`config.mk`:
```
export PLATFORM = sky130hd
export DESIGN_NAME = letc_core_lsu
export DESIGN_NICKNAME = d
export VERILOG_FILES = /design/src/rtl/letc_core_lsu.sv
export SDC_FILE = /design/constraint.sdc
export NUM_CORES = 1
export LEC_CHECK = 0
export CAP_MARGIN = 20
export CORE_MARGIN = 2
export CORE_UTILIZATION = 42
export CTS_CLUSTER_SIZE = 28
export DETAILED_ROUTE_END_ITERATION = 8
export PLACE_DENSITY = 0.85
export SLEW_MARGIN = 40
export SYNTH_ARGS = -nofsm -noshare
export SYNTH_HDL_FRONTEND = slang
export SYNTH_SLANG_ARGS = --single-unit
```
`constraint.sdc`:
```
create_clock -name clk -period 2.18 [get_ports clk]
set_input_delay 0.545 -clock clk [delete_from_list [all_inputs] [get_ports clk]]
set_output_delay 0.545 -clock clk [all_outputs]
set_load 0.02 [all_outputs]
```
`src/rtl/letc_core_lsu.sv`:
```
// Load/store unit between the M1/M2/WB pipeline and the data memory subsystem.
// Loads are extracted from the stage-1 read word, and stores are merged into that same word.
module letc_core_lsu (
    input  logic        clk,
    input  logic        rst_n,
    input  logic        i_m1_valid,
    input  logic        i_m1_load,
    input  logic        i_m1_store,
    input  logic [1:0]  i_m1_size,
    input  logic        i_m1_unsigned,
    input  logic [31:0] i_m1_addr,
    input  logic [31:0] i_m1_store_data,
    input  logic        i_m1_stall,
    input  logic        i_flush,
    input  logic        i_wb_commit,
    output logic        o_m1_fault,
    output logic        o_m2_ready,
    output logic        o_dmss0_req_load,
    output logic        o_dmss0_req_store,
    output logic [31:0] o_dmss0_req_addr,
    output logic        o_dmss0_req_stall,
    input  logic        i_dmss1_rsp_ready,
    input  logic [31:0] i_dmss1_rsp_load_data,
    output logic [31:0] o_dmss2_req_store_data,
    output logic        o_dmss2_req_commit,
    output logic        o_wb_valid,
    output logic [31:0] o_wb_load_data
);

    typedef enum logic [1:0] {
        SZ_BYTE = 2'b00,
        SZ_HALF = 2'b01,
        SZ_WORD = 2'b10,
        SZ_RSVD = 2'b11
    } size_e;

    logic        w_is_mem;
    logic        w_misaligned;
    logic        w_req_ok;
    logic        w_m1_issue;
    logic        w_wb_take;
    logic [31:0] w_shifted;
    logic [31:0] w_load_ext;
    logic [31:0] w_lane_mask;
    logic [31:0] w_lane_data;
    logic [31:0] w_merged;

    logic        r_m2_valid;
    logic        r_m2_store;
    size_e       r_m2_size;
    logic        r_m2_unsigned;
    logic [1:0]  r_m2_addr;
    logic [31:0] r_m2_store_data;

    logic        r_wb_valid;
    logic        r_wb_store;
    logic [31:0] r_wb_load_data;
    logic [31:0] r_wb_store_data;

    assign w_is_mem     = i_m1_valid & (i_m1_load | i_m1_store);
    assign w_misaligned = ((i_m1_size == SZ_HALF) & i_m1_addr[0])
                        | ((i_m1_size == SZ_WORD) & (i_m1_addr[1:0] != 2'b00))
                        |  (i_m1_size == SZ_RSVD);
    assign o_m1_fault   = w_is_mem & w_misaligned;

    assign w_req_ok          = i_m1_valid & ~o_m1_fault & ~i_flush;
    assign w_m1_issue        = w_req_ok & (i_m1_load | i_m1_store);
    assign o_dmss0_req_load  = w_m1_issue;
    assign o_dmss0_req_store = w_req_ok & i_m1_store;
    assign o_dmss0_req_addr  = i_m1_addr;
    assign o_dmss0_req_stall = i_m1_stall | ~i_dmss1_rsp_ready;
    assign o_m2_ready        = i_dmss1_rsp_ready;

    // When only M1 is stalled, M2 still drains into WB, so M2 must become a bubble
    // rather than present the same instruction again next cycle.
    always_ff @(posedge clk) begin
        if (!rst_n) begin
            r_m2_valid      <= 1'b0;
            r_m2_store      <= 1'b0;
            r_m2_size       <= SZ_BYTE;
            r_m2_unsigned   <= 1'b0;
            r_m2_addr       <= 2'b00;
            r_m2_store_data <= 32'h0;
        end else if (i_flush) begin
            r_m2_valid <= 1'b0;
        end else if (!o_dmss0_req_stall) begin
            r_m2_valid      <= w_m1_issue;
            r_m2_store      <= i_m1_store;
            r_m2_size       <= size_e'(i_m1_size);
            r_m2_unsigned   <= i_m1_unsigned;
            r_m2_addr       <= i_m1_addr[1:0];
            r_m2_store_data <= i_m1_store_data;
        end else if (i_dmss1_rsp_ready) begin
            r_m2_valid <= 1'b0;
        end
    end

    always_comb begin
        w_shifted = i_dmss1_rsp_load_data >> {r_m2_addr, 3'b000};
        case (r_m2_size)
            SZ_BYTE: w_load_ext = {{24{w_shifted[7] & ~r_m2_unsigned}}, w_shifted[7:0]};
            SZ_HALF: w_load_ext = {{16{w_shifted[15] & ~r_m2_unsigned}}, w_shifted[15:0]};
            default: w_load_ext = i_dmss1_rsp_load_data;
        endcase
    end

    // Replicating the store data across all lanes lets a shifted mask pick the target lane(s).
    always_comb begin
        w_lane_mask = 32'hFFFF_FFFF;
        w_lane_data = r_m2_store_data;
        case (r_m2_size)
            SZ_BYTE: begin
                w_lane_mask = 32'h0000_00FF << {r_m2_addr, 3'b000};
                w_lane_data = {4{r_m2_store_data[7:0]}};
            end
            SZ_HALF: begin
                w_lane_mask = 32'h0000_FFFF << {r_m2_addr[1], 4'b0000};
                w_lane_data = {2{r_m2_store_data[15:0]}};
            end
            default: begin
                w_lane_mask = 32'hFFFF_FFFF;
                w_lane_data = r_m2_store_data;
            end
        endcase
        w_merged = (i_dmss1_rsp_load_data & ~w_lane_mask) | (w_lane_data & w_lane_mask);
    end

    assign w_wb_take = r_m2_valid & i_dmss1_rsp_ready & ~i_flush;

    always_ff @(posedge clk) begin
        if (!rst_n) begin
            r_wb_valid      <= 1'b0;
            r_wb_store      <= 1'b0;
            r_wb_load_data  <= 32'h0;
            r_wb_store_data <= 32'h0;
        end else begin
            r_wb_valid      <= w_wb_take;
            r_wb_store      <= w_wb_take & r_m2_store;
            r_wb_load_data  <= (w_wb_take & ~r_m2_store) ? w_load_ext : 32'h0;
            r_wb_store_data <= (w_wb_take &  r_m2_store) ? w_merged   : 32'h0;
        end
    end

    assign o_wb_valid             = r_wb_valid;
    assign o_wb_load_data         = r_wb_load_data;
    assign o_dmss2_req_store_data = r_wb_store_data;
    assign o_dmss2_req_commit     = rst_n & r_wb_valid & r_wb_store & i_wb_commit;

endmodule

```
==> impl_metrics.toml <==
[clock_tree]
cts_tree = "built"
cts.sinks = 105
clkTransAtPathRegs_ns = 0.07
cts_root_buffer = "clkbuf_16"
cts_buffer_depth = 2
numCtsBuffers = 9
hold_buffers = 0
insertion_delay_ns = 0.35
htree_levels = 3

[final_layout]
regArea_um2 = 2100
drive_gt1_share_pct = 9.35
antenna_cells = 0
num-fill-cells = 908
num-nets-final = 777
area_delta_synth_final_pct = 38.9
multi_input_area_um2 = 2210

[place]
portBuffers = 150
pre_cts_ws_ns = -0.599
dp_hpwl_um = 10700
place_congestion = 0.941

[critical_path]
crit_path_max_fanout = 2
critPathLaunchType = "input pin"
critical_path_required_ns = 1.63
crit_path_end_kind = "primary output"
cp_slowest_cell = "clkdlybuf4s50_1"
critPathMaxStageDelay_ns = 0.48
crit_chain = "clkdlybuf4s50_1, nor2_1, nor3_2, and2_1, buf_4"
worstSetupPathType = "in -> out"
cp_data_arrival_time_ns = 1.57

[floorplanning]
initial_utilization_pct = 43.4
rows = 38
fp.dieArea_um2 = 12200
die_y_um = 110
fp.dieW_um = 110
core_um2 = 10900
ioPinCount = 211

[yosys]
synthFlopType = "dfxtp_1"
synth_area_leaders = "dfxtp_1 (44%), nand2_1 (8.4%), mux2i_1 (8.0%)"
synth.distinct_cells = 44
seq_area_frac_synth_pct = 44.3
async_flop_share_pct = 0
yosysWarnings = 0
postSynthCellCount = 545
yosysTopAreaCell = "dfxtp_1"
netlist.area_leader.share_pct = 44.3
yosysMostFrequentCell = "nand2_1"
synthTopCellsByCount = "nand2_1 (106), dfxtp_1 (105), nor2_1 (44), mux2i_1 (38), buf_4 (34)"
netlist_area_um2 = 4750
synth_nets = 653
synth_seq_cells = 105
synth_edf_count = 0
syn_avg_cell_area_um2 = 8.71

[global_route]
grt_first_pass_wirelength_um = 21500
first_global_vias = 4473
globalRouteMet3Util_pct = 5.94
grtUsageTotal_pct = 23.1
busiest_layer = "met2"
grt_antenna_before_repair = 0
grt_max_degree = 40
met2_usage_pct = 38.9
grt.overflow.total = 0
grtUsageMet1_pct = 26.6

[timing]
max_clock_freq_ghz = 0.473
drv_slew = 0
fin_worst_skew_ns = 0.00801
worst_pin_slew_ns = 0.538
max_slew_margin_pct = 63.9
post-route-period-util_pct = 97.0
rsz0062_at_grt = "false"
period_minus_slack_ns = 2.11
setup_viol = 0
fin_hold_ws_ns = 0.463
hold_violations = 0
final.setup.worst_slack_ns = 0.0662

[drt]
wire_per_inst_um = 17.2
firstDrtPassIters = 7
route.detailed.drc = 0
ant_nets = 0
vias = 4415
first_iter_violations = 321
via_per_inst = 5.42
drt-total-wl_um = 14000

[power]
peakVddDrop_v = 0.000422
p_leak_nw = 2.56
p_per_area_nw_per_um2 = 613

[job]
drv_cap = 0

[min_path]
hold_path.class = "reg -> reg"

[outcome]
status = "completed"
-- final cells by class --
type / instances / area share (%)
Inverter: 11 / 0.626
Clock buffer: 10 / 3.47
Timing Repair Buffer: 185 / 26.9
Tap cell: 140 / 2.66
Clock inverter: 6 / 1.02
Multi-Input combinational cell: 357 / 33.4
Sequential cell: 105 / 31.9
-- kinds of logic (layout without fill, tap and decap cells) --
family                 count (synthesis)  after routing  synth area share, %
multiplexers                          40             40                 8.72
flip-flops                           105            105                 44.3
AND/OR/NAND/NOR                      180            180                 16.0
AO/OA/AOI/OAI                        137            137                 21.4
buffers and inverters                 83            212                 9.64
-- registers in the layout (all words and copies together) (netlist names), 2 cells and up --
| signal | flops |
|---|---|
| o_dmss2_req_store_data | 32 |
| r_m2_store_data | 32 |
| r_m2_addr | 2 |
| o_wb_load_data | 32 |
| r_m2_size | 2 |
-- through the flow --
stage                     power, mW  TNS, ns  util (%)  std cells  area (um^2)
after floorplan                2.30        0         -        545         4750
after global placement         2.48    -3.54      57.5        797         6290
after detailed placement       2.49    -4.66      57.5        797         6290
after CTS                      4.07  -0.0417      60.3        814         6600
after global routing           4.19        0      60.3        814         6600
final                          4.05        0      60.3        814         6600
-- layout by cell type, fill, tap and decap left out, types with 2 or more instances in the layout --
cell	n
dfxtp_1	105
buf_12	2
a21boi_1	15
a221oi_1	6
mux2i_1	38
buf_4	34
a21o_1	17
clkdlybuf4s50_1	138
nand2b_1	4
a22o_1	6
o211ai_1	9
a21oi_1	10
nor2b_1	5
nor3_2	2
nand3_1	10
o21ai_1	4
clkbuf_16	9
o21ai_0	7
a211oi_1	8
clkinvlp_4	2
a21boi_0	23
o2bb2ai_1	7
dlygate4sd2_1	8
a31oi_1	2
nor2_1	43
a311oi_1	8
nand2_1	106
a31o_2	2
a21oi_2	2
inv_1	11
a22oi_1	7
-- path summary, 6_finish.rpt --
kind	from	end	slack, ns	cells past startpoint
worst max-delay path	i_m1_load	o_m1_fault	0.07	5
worst min-delay path	r_m2_store_data[16]	r_m2_store_data[16]	0.46	2
worst max register to register	r_m2_addr[0]	o_wb_load_data[4]	0.23	5
worst min register to register	r_m2_store_data[16]	r_m2_store_data[16]	0.46	2
-- worst max-delay path: cells and delay by family --
family | cells | cell delay [ns]
and+or+nand+nor | 3 | 0.41
buffers and inverters | 2 | 0.61
-- power by group --
group	internal (mW)	total, mW	leakage [nW]	switching [mW]
clock	0.894	1.59	0.139	0.699
combinational	0.251	0.486	1.58	0.235
sequential	1.94	1.97	0.848	0.0263
total	3.09	4.05	2.56	0.961
-- repair_timing --
item / in CTS / in global routing
pin swaps: 3 / 3
endpoints found under the setup margin: 8 / 2
gates cloned: 0 / 0
setup buffers: 1 / 0
gates resized for setup: 25 / 3
-- layer usage --
metal	vias to the layer above	part of all wire, %
met4	0	4.5
met5	-	0
met2	243	48
met1	2016	39
li1	2101	-
met3	55	8.9
Note: power is estimated with default switching activity, not from simulation.
